===== src/rtl/alarm_indicator_pkg.sv =====
// ---------------------------------------------------------------------------
// alarm_indicator_pkg
//   Shared types and constants for the alarm indicator sequencer.
//   - mode_e     : flash pattern select, encoded exactly as the 2-bit mode pin
//   - state_e    : sequencer states
//   - STROBE_SEQ : per-step strobe pattern, bit s is the level at step s
//                  (steps 0..7 read 1,0,1,0,1,0,0,0)
// ---------------------------------------------------------------------------
package alarm_indicator_pkg;

  typedef enum logic [1:0] {
    MODE_ALT    = 2'd0,
    MODE_CHASE  = 2'd1,
    MODE_BLINK  = 2'd2,
    MODE_STROBE = 2'd3
  } mode_e;

  typedef enum logic [1:0] {
    ST_IDLE = 2'd0,
    ST_RUN  = 2'd1,
    ST_DONE = 2'd2
  } state_e;

  localparam logic [7:0] STROBE_SEQ = 8'b0001_0101;

endpackage


===== src/rtl/alarm_tick_gen.sv =====
// ---------------------------------------------------------------------------
// alarm_tick_gen
//   Base-tick prescaler. Counts 0..TICK_DIV-1 and raises tick for the one
//   cycle in which the counter sits at its terminal value, so the consumer
//   acts on the same edge that wraps the counter.
//   Ports:
//     clk_in  in   system clock
//     rst_n   in   asynchronous active-low reset
//     clr     in   hold counter at 0 (and suppress tick) while high
//     tick    out  1-cycle pulse once every TICK_DIV cycles
// ---------------------------------------------------------------------------
module alarm_tick_gen #(
  parameter int TICK_DIV = 5_000_000
) (
  input  logic clk_in,
  input  logic rst_n,
  input  logic clr,
  output logic tick
);

  localparam int CW = (TICK_DIV > 1) ? $clog2(TICK_DIV) : 1;
  localparam logic [CW-1:0] CNT_LAST = CW'(TICK_DIV - 1);

  logic [CW-1:0] cnt;

  // NOTE: state registers use non-blocking assignments so every flop samples
  // pre-edge values; blocking here would create order-dependent simulation.
  always_ff @(posedge clk_in or negedge rst_n) begin
    if (!rst_n) begin
      cnt <= '0;
    end else if (clr || cnt == CNT_LAST) begin
      cnt <= '0;
    end else begin
      cnt <= cnt + 1'b1;
    end
  end

  assign tick = !clr && (cnt == CNT_LAST);

endmodule


===== src/rtl/alarm_indicator_seq.sv =====
// ---------------------------------------------------------------------------
// alarm_indicator_seq
//   Drives NUM_CH indicator LEDs with one of four flash patterns while the
//   alarm request (enb) is high. An ack pulse snoozes the alarm; an optional
//   step-count timeout ends it automatically. Either way the block parks in
//   DONE until enb drops, so a new alarm needs a fresh enb rising edge.
//
//   Optional build macro ALARM_DIM_EN adds a 4-bit dim input that PWM-gates
//   every lit channel at duty (dim+1)/16.
//
//   Ports:
//     clk_in     in   system clock
//     rst_n      in   asynchronous active-low reset
//     enb        in   alarm request, level-sensitive
//     mode       in   pattern select (ALTERNATE, CHASE, BLINK_ALL, STROBE)
//     ack        in   single-cycle snooze/acknowledge pulse
//     dim        in   PWM brightness, only with ALARM_DIM_EN
//     led_out    out  LED drive, 1 = lit (registered)
//     active     out  high while running (registered)
//     timed_out  out  high in DONE when DONE was reached by timeout
// ---------------------------------------------------------------------------
module alarm_indicator_seq
  import alarm_indicator_pkg::*;
#(
  parameter int NUM_CH        = 2,
  parameter int TICK_DIV      = 5_000_000,
  parameter int PHASE_TICKS   = 4,
  parameter int TIMEOUT_STEPS = 0
) (
  input  logic              clk_in,
  input  logic              rst_n,
  input  logic              enb,
  input  logic [1:0]        mode,
  input  logic              ack,
`ifdef ALARM_DIM_EN
  input  logic [3:0]        dim,
`endif
  output logic [NUM_CH-1:0] led_out,
  output logic              active,
  output logic              timed_out
);

  localparam int TCW = (PHASE_TICKS > 1) ? $clog2(PHASE_TICKS) : 1;
  localparam int SCW = (TIMEOUT_STEPS > 0) ? $clog2(TIMEOUT_STEPS + 1) : 1;
  localparam logic [TCW-1:0] TICK_LAST = TCW'(PHASE_TICKS - 1);
  localparam logic [SCW-1:0] SCNT_LAST = (TIMEOUT_STEPS > 0) ? SCW'(TIMEOUT_STEPS - 1) : '0;
  localparam logic [3:0]     CHASE_LAST = 4'(NUM_CH - 1);

  // Step index after s for the given mode; each mode has its own cycle length.
  function automatic logic [3:0] next_step(input mode_e m, input logic [3:0] s);
    logic [3:0] last;
    case (m)
      MODE_CHASE:  last = CHASE_LAST;
      MODE_STROBE: last = 4'd7;
      default:     last = 4'd1;
    endcase
    return (s == last) ? 4'd0 : s + 4'd1;
  endfunction

  // LED pattern shown at step s.
  function automatic logic [NUM_CH-1:0] pattern(input mode_e m, input logic [3:0] s);
    logic [NUM_CH-1:0] p;
    p = '0;
    for (int i = 0; i < NUM_CH; i++) begin
      case (m)
        MODE_ALT:    p[i] = (i[0] == s[0]);  // even channels at s=0, odd at s=1
        MODE_CHASE:  p[i] = (4'(i) == s);
        MODE_BLINK:  p[i] = (s == 4'd0);
        MODE_STROBE: p[i] = STROBE_SEQ[s[2:0]];
        default:     p[i] = 1'b0;
      endcase
    end
    return p;
  endfunction

  state_e            state_q,    state_nxt;
  mode_e             mode_q,     mode_nxt;
  logic [TCW-1:0]    tick_cnt_q, tick_cnt_nxt;
  logic [3:0]        step_q,     step_nxt;
  logic [SCW-1:0]    scnt_q,     scnt_nxt;
  logic [NUM_CH-1:0] pat_q,      pat_nxt;
  logic              active_nxt, timed_out_nxt;
  logic              tick;
  logic              step_adv;

  // Prescaler is frozen at 0 outside RUN so every run starts on a clean phase.
  alarm_tick_gen #(
    .TICK_DIV (TICK_DIV)
  ) u_tick_gen (
    .clk_in (clk_in),
    .rst_n  (rst_n),
    .clr    (state_q != ST_RUN),
    .tick   (tick)
  );

  assign step_adv = tick && (tick_cnt_q == TICK_LAST);

  always_comb begin
    // NOTE: every output of this block gets a default first so no path can
    // leave a signal unassigned and infer a latch.
    state_nxt     = state_q;
    mode_nxt      = mode_q;
    tick_cnt_nxt  = tick_cnt_q;
    step_nxt      = step_q;
    scnt_nxt      = scnt_q;
    pat_nxt       = pat_q;
    active_nxt    = active;
    timed_out_nxt = timed_out;

    if (!enb) begin
      // Dropping the request overrides ack and timeout from any state.
      state_nxt     = ST_IDLE;
      tick_cnt_nxt  = '0;
      step_nxt      = '0;
      scnt_nxt      = '0;
      pat_nxt       = '0;
      active_nxt    = 1'b0;
      timed_out_nxt = 1'b0;
    end else begin
      case (state_q)
        ST_IDLE: begin
          state_nxt     = ST_RUN;
          mode_nxt      = mode_e'(mode);
          tick_cnt_nxt  = '0;
          step_nxt      = '0;
          scnt_nxt      = '0;
          pat_nxt       = pattern(mode_e'(mode), 4'd0);
          active_nxt    = 1'b1;
          timed_out_nxt = 1'b0;
        end
        ST_RUN: begin
          if (ack) begin
            // Snooze wins over a timeout landing in the same cycle.
            state_nxt     = ST_DONE;
            tick_cnt_nxt  = '0;
            scnt_nxt      = '0;
            pat_nxt       = '0;
            active_nxt    = 1'b0;
            timed_out_nxt = 1'b0;
          end else if (step_adv) begin
            tick_cnt_nxt = '0;
            if (TIMEOUT_STEPS > 0 && scnt_q == SCNT_LAST) begin
              state_nxt     = ST_DONE;
              scnt_nxt      = '0;
              pat_nxt       = '0;
              active_nxt    = 1'b0;
              timed_out_nxt = 1'b1;
            end else begin
              step_nxt = next_step(mode_q, step_q);
              pat_nxt  = pattern(mode_q, next_step(mode_q, step_q));
              if (TIMEOUT_STEPS > 0) begin
                scnt_nxt = scnt_q + 1'b1;
              end
            end
          end else if (tick) begin
            tick_cnt_nxt = tick_cnt_q + 1'b1;
          end
        end
        ST_DONE: begin
          pat_nxt    = '0;
          active_nxt = 1'b0;
        end
        default: begin
          state_nxt     = ST_IDLE;
          pat_nxt       = '0;
          active_nxt    = 1'b0;
          timed_out_nxt = 1'b0;
        end
      endcase
    end
  end

  // NOTE: every flop here is a control/state register and is reset so the
  // outputs are defined from the moment rst_n asserts.
  always_ff @(posedge clk_in or negedge rst_n) begin
    if (!rst_n) begin
      state_q    <= ST_IDLE;
      mode_q     <= MODE_ALT;
      tick_cnt_q <= '0;
      step_q     <= '0;
      scnt_q     <= '0;
      pat_q      <= '0;
      active     <= 1'b0;
      timed_out  <= 1'b0;
    end else begin
      state_q    <= state_nxt;
      mode_q     <= mode_nxt;
      tick_cnt_q <= tick_cnt_nxt;
      step_q     <= step_nxt;
      scnt_q     <= scnt_nxt;
      pat_q      <= pat_nxt;
      active     <= active_nxt;
      timed_out  <= timed_out_nxt;
    end
  end

`ifdef ALARM_DIM_EN
  // Free-running PWM counter; the gate is evaluated on the value the counter
  // takes at the same edge, so led_out stays a registered output.
  logic [3:0]        pwm_cnt;
  logic [3:0]        pwm_nxt;
  logic [NUM_CH-1:0] led_q;

  assign pwm_nxt = pwm_cnt + 4'd1;

  always_ff @(posedge clk_in or negedge rst_n) begin
    if (!rst_n) begin
      pwm_cnt <= '0;
      led_q   <= '0;
    end else begin
      pwm_cnt <= pwm_nxt;
      led_q   <= (pwm_nxt <= dim) ? pat_nxt : '0;
    end
  end

  assign led_out = led_q;
`else
  assign led_out = pat_q;
`endif

endmodule


===== config.mk =====
export PLATFORM = sky130hd
export DESIGN_NAME = alarm_indicator_seq
export DESIGN_NICKNAME = d
export VERILOG_FILES = /design/src/rtl/alarm_indicator_pkg.sv /design/src/rtl/alarm_tick_gen.sv /design/src/rtl/alarm_indicator_seq.sv
export SDC_FILE = /design/constraint.sdc
export NUM_CORES = 1
export LEC_CHECK = 0
export ABC_AREA = 1
export CORE_ASPECT_RATIO = 0.9
export CORE_MARGIN = 4
export CORE_UTILIZATION = 50
export CTS_CLUSTER_SIZE = 40
export DETAILED_ROUTE_END_ITERATION = 12
export PLACE_DENSITY = 0.7
export SKIP_CTS_REPAIR_TIMING = 1
export SLEW_MARGIN = 20
export SYNTH_ARGS = -nofsm -noshare
export SYNTH_HDL_FRONTEND = slang
export SYNTH_SLANG_ARGS = --single-unit

===== constraint.sdc =====
create_clock -name clk_in -period 2 [get_ports clk_in]
set_input_delay 0.4 -clock clk_in [delete_from_list [all_inputs] [get_ports clk_in]]
set_output_delay 0.4 -clock clk_in [all_outputs]
set_load 0.005 [all_outputs]

==> After elaboration in Yosys (flattened, before gate mapping) <==
Memories as Yosys holds them, arrays and structs flattened.
Index checks and enable logic that the tools add are counted.
{ "op_classes": {"n_addsub": 3, "order_cmp": 1, "eq_ne": 20, "mux": 33, "bitwise": 1, "reduce_logical": 16} }
{ "op_table": {"columns": ["op", "n"], "rows": [
  ["$mux 4", 8],
  ["$add 23x1->23 const B", 1],
  ["$eq 23x23->1 const B", 1],
  ["$mux 23", 1],
  ["$mux 2", 9],
  ["$eq 2x2->1 const B", 6],
  ["$ne 3x3->1 const B", 3],
  ["$pmux 2 s2", 2],
  ["$pmux 4 s2", 1],
  ["$eq 2x1->1 const B", 3],
  ["$logic_not 2->1", 3],
  ["$pmux 1 s2", 3],
  ["$pmux 2 s3", 1],
  ["$reduce_and 2->1", 3],
  ["$reduce_or 2->1", 3],
  ["$mux 1", 5],
  ["$ne 5x5->1 const B", 1],
  ["$add 4x1->4 const B", 1],
  ["$eq 1x4->1 const A", 1],
  ["$eq 4x4->1", 1],
  ["$logic_not 4->1", 1],
  ["$lt 3x4->1 const B", 1],
  ["$ne 4x4->1 const B", 1],
  ["$pmux 1 s4", 1],
  ["12 further kinds", 13]
]} }
{ "totals": {"reg_bits": 37, "romBits": 8, "inputBits": 6, "output_inout_bits": 4, "elab_cells": 83, "n_memories": 1} }
{ "mem_list": {"columns": ["memory", "depth", "word_bits", "rd", "rd_ports_with_merged_regs", "write_ports", "line_no", "source"], "rows": [
  ["(name not given)", 8, 1, 1, 0, 0, "alarm_indicator_seq.sv:69", "MODE_STROBE: p[i] = STROBE_SEQ[s[2:0]];"]
]} }

==> Logic depth before layout (Yosys ltp) <==
Gate-level depths: netlist (run 1).
{ "logic_depth": {"word_depth": 17, "depth_mapped": 16, "depth_no_buf": 15} }

==> Modules after synthesis <==
Synthesis (run 1) repeated with hierarchy kept, for this count alone.
{ "hier_totals": {"hier_cells": 324, "hier_area_um2": 2311.0} }
{ "by_module_without_submodules": {"columns": ["mod", "instances", "cells_per_inst", "area_each_um2", "seq_area_each_um2"], "rows": [
  ["alarm_tick_gen", 1, 208, 1442.6, 575.6],
  ["alarm_indicator_seq", 1, 116, 868.3, 325.3]
]} }

==> Worst setup path after synthesis (run 1) <==
OpenSTA, ideal clock, no wires.
{ "synth_timing": {"path_kind": "register to register", "from": "reg u_tick_gen.cnt[0]", "to": "reg u_tick_gen.cnt[22]", "setup_time_ps": 119, "t_arrival_ps": 1586, "path_slack_ps": 295, "stages_incl_launch_ff": 13, "path_buffers": 0, "path_cell_list": "dfrtp_1 > ha_1 > nand3_2 > nor3_4 > nand2_2 > nor2_4 > nand2_4 > nor2_8 > nand3_4 > nor2_4 > nand3_1 > nand2_1 > nor2_1"} }
{ "synth_between": {"elab_chain_len": 3, "word_cells_on_any_way": 4, "cone_classes": "add/sub (1); eq/ne (1); mux (1); reduce/logical (1)"} }
{ "synth_rtl": {"columns": ["element", "line_no", "source"], "rows": [
  ["from (decl)", "alarm_tick_gen.sv:24", "logic [CW-1:0] cnt;"],
  ["from (signal assigned)", "alarm_tick_gen.sv:34", "cnt <= cnt + 1'b1;"],
  ["branches (longest 2 deep; another with $add 23x1->23)", null, null],
  ["$mux 23 (*)", "alarm_tick_gen.sv:31", "end else if (clr || cnt == CNT_LAST) begin"]
]} }
Every way passes the cells marked *.
A chain may end at the register's enable or synchronous reset.

==> Worst setup path after layout (run 1) <==
Same ends and word-level chain as after synthesis.

==> impl_metrics.ini, run 1 <==
[run_status]
status = finished clean

[routing]
drt-vias-per-instance = 5.17
drc = 0
first_iter_violations = 135
antenna_left = 0
vias = 1757
firstDrtPassIters = 4
wire_per_inst_um = 12.4
postRouteWirelength_um = 4200

[yosys]
synth-edff-count = 0
synth_nets = 285
synth.distinct_cells = 36
synth-seq-cells = 36
ys_warn_count = 0
ys_seq_area_share_pct = 42.6
synthArstFlopShare_pct = 100
postSynthCellCount = 272
dominantRegCellSynth = dfrtp_1
syn_area_sq_mm = 0.00211
avgSynthCellArea_sq_um = 7.77

[cells_and_area]
layout_common_cells = nand2_1, inv_1, dfrtp_1, nor2_1, nand3_1
diodes = 0
syn2layout_area_growth_pct = 13.3
layout_commonest_cell = nand2_1
final_area_sq_mm = 0.00239
drive_gt1_share_pct = 12.7
layout.nets = 305
final_util_pct = 58.8
fill_cells = 371
multi_input_area_sq_mm = 0.00105
register_area_sq_um = 901

[grt]
track_usage_pct = 17.9
grt_max_degree = 20
grt_pass1_wl_um = 7730
antenna_found_initial = 0
grt_pass1_vias = 1709
grt.overflow.total = 0

[floorplan]
rows = 22
die-area_sq_mm = 0.00533
initial_core_util_pct = 51.9
core-area_sq_mm = 0.00407
die_w_um = 76.5
pin_count = 10
die_h_um = 69.7

[clock_network]
cts_buffer_depth = 2
numCtsBuffers = 5
cts.sinks = 36
root_buffer = clkbuf_8
insertion_delay_ps = 290
htreeDepth = 2
path_clk_slew_ps = 80
cts_tree = yes

[power_and_ir_drop]
p_leak_nw = 1.17
powerDensity_mw_per_mm2 = 686
ir_worst_vdd_v = 0.000401

[worst_setup_path]
critPathKind = flop to flop
r2r_setup_slack_ps = 170
r2r-end = u_tick_gen.cnt[22]
setup.worst_path.start_class = flop
worstPathArrival_ps = 2000
end_kind = flop
r2r.worst_path.cells = 12
cp_max_fo = 4
rr_startpoint = u_tick_gen.cnt[0]
cp_data_required_time_ps = 2170

[sta]
fmax_mhz = 547
fin_crit_sh_pct = 91.4
drv_slew = 0
hold_slack_ps = 40.0
finalCriticalPeriod_ps = 1830
final.setup_skew_ps = 9.72
finalSetupViolCount = 0
hold_viol_final = 0

[flow_run]
drv_cap = 0

[placed_design]
placed_cell_area_sq_mm = 0.00230
gp_congestion = 0.859
dp.final_hpwl_um = 3250
portBuffers = 8

[hold_path]
min_path_type = input port to asynchronous set/reset pin
[report_power, final]
| group | internal (mW) | switching, mW | total (mW) |
|---|---|---|---|
| registers | 0.770 | 0.0393 | 0.809 |
| logic | 0.138 | 0.205 | 0.343 |
| clock network | 0.237 | 0.251 | 0.488 |
[cells in the mapped netlist (2+ instances only)]
cell type,number,area [sq um]
inv_1,40,150
a21oi_1,14,70.1
nor3_2,3,30.0
nand3_2,2,20.0
nor2_2,3,18.8
nor4_1,4,25.0
nand4_1,7,43.8
o21ai_1,4,20.0
nor2_1,31,116
o21a_1,2,15.0
o21ai_0,11,55.1
nand2_1,56,210
nor3_1,12,60.1
nand2_2,2,12.5
nor2_4,2,22.5
dfrtp_1,36,901
buf_2,2,10.0
inv_2,2,7.51
ha_1,7,87.6
nand3_1,15,75.1
xor2_1,2,17.5
[worst max-delay path: stages (launching register included)]
cell and delay (ps):
dfrtp_1 390, ha_1 210, nand3_2 130, nor3_4 160
nand2_2 100, nor2_4 120, nand2_4 80, nor2_8 120
nand3_4 100, nor2_4 130, nand3_1 80, nand2_1 60
nor2_1 40
[state kept, by name, indices dropped and copies added, names as in the netlist]
name / count
u_tick_gen.cnt: 23
led_out: 2
tick_cnt_q: 2
state_q: 2
active: 1
mode_q: 2
step_q: 4
[metal layers]
metal	track usage [%]	wire length, um
met5	0	0
met4	5.03	44
met3	4.16	247
met2	25.4	1770
met1	27.3	2140
[worst max-delay path by stage]
stage	startpoint	end	slack, ps
global route	u_tick_gen.cnt[2]	u_tick_gen.cnt[15]	-2
floorplan	u_tick_gen.cnt[0]	u_tick_gen.cnt[22]	290
global placement	u_tick_gen.cnt[0]	u_tick_gen.cnt[22]	180
CTS	u_tick_gen.cnt[2]	u_tick_gen.cnt[17]	150
finish	u_tick_gen.cnt[0]	u_tick_gen.cnt[22]	170
detailed placement	enb	step_q[2]	160
[kinds of logic (layout without fill, tap and decap cells)]
group / Yosys count / after routing / share of synthesized area [%]
AO/OA/AOI/OAI: 34 / 34 / 8.70
multiplexers: 1 / 1 / 0.533
buffers and inverters: 46 / 66 / 8.47
flip-flops: 36 / 36 / 42.6
XOR/XNOR: 3 / 3 / 1.24
AND/OR/NAND/NOR: 144 / 144 / 34.1
adder cells (fa/ha/maj): 7 / 7 / 4.14
other: 1 / 1 / 0.177
[layout make-up]
type,count,area share [%]
multi-input combinational,190,43.7
sequential,36,37.6
inverter,43,6.74
timing repair buffer,16,6.17
clock buffer,6,3.03
tap,48,2.51
clock inverter,1,0.209
[metrics by stage]
stage | cells | setup slack [ps] | TNS, ps | power (mW)
2_1_floorplan | 272 | 295 | 0 | 1.04
4_1_cts | 339 | 146 | 0 | 1.66
3_5_place_dp | 332 | 162 | 0 | 1.17
6_report | 340 | 173 | 0 | 1.64
5_1_grt | 340 | -1.54 | -1.54 | 1.77
3_3_place_gp | 332 | 180 | 0 | 1.16
No activity file was read; power rests on OpenSTA's default activity.
==> run 2, diff against run 1 <==
- CORE_UTILIZATION: 50 -> 60
- PLACE_DENSITY: 0.7 -> 0.81
==> impl_metrics.ini, run 2 (synthesis gave the netlist of run 1 again) <==
[placed_design]
dp.final_hpwl_um = 3150
gp_congestion = 0.872
placed_cell_area_sq_mm = 0.00226
portBuffers = 8
post-place-ws_ps = 95.9

[clock_network]
path_clk_slew_ps = 70
htreeDepth = 2
root_buffer = clkbuf_8
insertion_delay_ps = 290
numCtsBuffers = 5
cts.sinks = 36
cts_buffer_depth = 2
cts_tree = yes

[grt]
grt.overflow.total = 0
use_met2_pct = 31.8
grtUsageMet3_pct = 4.40
track_usage_pct = 21.4
grt_pass1_vias = 1767
grt_pass1_wl_um = 7620
antenna_found_initial = 0
busiest_layer = met2
met1_usage_pct = 30.2
grt_max_degree = 37

[floorplan]
core-area_sq_mm = 0.00338
pin_count = 10
initial_core_util_pct = 62.6
rows = 20
die-area_sq_mm = 0.00454
die_h_um = 64.3
die_w_um = 70.6

[sta]
worst_slack_ps = 166
fin_crit_sh_pct = 91.7
final.setup_skew_ps = 6.39
finalSetupViolCount = 0
fmax_mhz = 545
fin_tns_setup_ps = 0
finalCriticalPeriod_ps = 1830
hold_slack_ps = 135
hold_viol_final = 0
drv_slew = 0

[cells_and_area]
layout.nets = 302
reg_top3 = u_tick_gen.cnt: 23 flops, step_q: 4 flops
drive_gt1_share_pct = 12.8
diodes = 0
layout_common_cells = nand2_1, inv_1, dfrtp_1, nor2_1, nand3_1
layout_commonest_cell = nand2_1
final_area_sq_mm = 0.00238
syn2layout_area_growth_pct = 12.6
largest_register_ffs = 23
fill_cells = 268
top_register = u_tick_gen.cnt

[worst_setup_path]
end_kind = flop
setup.worst_path.start_class = flop
cp_data_required_time_ps = 2180
cp_max_fo = 4
critPathKind = flop to flop
worstPathArrival_ps = 2010

[routing]
first_iter_violations = 157
drt-vias-per-instance = 5.38
antenna_left = 0
drc = 0
wire_per_inst_um = 12.8
postRouteWirelength_um = 4250
firstDrtPassIters = 5
vias = 1792

[hold_path]
min_path_type = input port to asynchronous set/reset pin

[flow_run]
drv_cap = 0

[power_and_ir_drop]
ir_worst_vdd_v = 0.000659
power_mw = 1.64
powerDensity_mw_per_mm2 = 690
p_leak_nw = 1.15

[run_status]
status = finished clean
-- run 2: critical path, stage by stage, from the launching register on --
cell and delay [ps]:
dfrtp_1 420, ha_4 180, nand3_4 100, nor3_4 200
nand2_2 110, nor2_4 120, nand2_4 80, nor2_8 110
nand3_4 100, nor2_4 130, nand3_1 80, nand2_1 60
nor2_1 40
-- run 2: final cells by class --
cell class | count | area (sq um) | share of cell area [%]
clock buffers | 6 | 72.6 | 3.05
clock inverters | 1 | 5.00 | 0.210
inverters | 43 | 161 | 6.79
multi-input cells | 190 | 1070 | 45.0
flip-flops and latches | 36 | 901 | 37.9
well taps | 44 | 55.1 | 2.31
repair buffers | 13 | 113 | 4.73
-- run 2: per-layer routing --
metal / share of wire, % / routed length (um) / vias up
li1: - / - / 915
met1: 48 / 2060 / 818
met2: 43 / 1820 / 49
met3: 6.8 / 289 / 10
met4: 1.9 / 81 / 0
met5: 0 / 0 / -
-- run 2: where the power goes --
part / switching [mW] / internal (mW) / total (mW)
combinational: 0.210 / 0.138 / 0.349
clock: 0.241 / 0.236 / 0.478
sequential: 0.0452 / 0.770 / 0.816
-- run 2: final timing paths --
path,start,to,slack (ps),cells after the start
min reg2reg,active,active,480,2
max in group asynchronous,rst_n,u_tick_gen.cnt[17],1530,2
max,u_tick_gen.cnt[0],u_tick_gen.cnt[22],170,12
min,rst_n,step_q[2],130,2
max reg2reg,u_tick_gen.cnt[0],u_tick_gen.cnt[22],170,12
min in group clk_in,active,active,480,2
-- run 2: through the flow --
stage	std cells	utilization (%)
CTS	332	69.1
global placement	325	66.8
global route	333	70.4
detailed placement	325	66.8
finish	333	70.4
floorplan	272	-
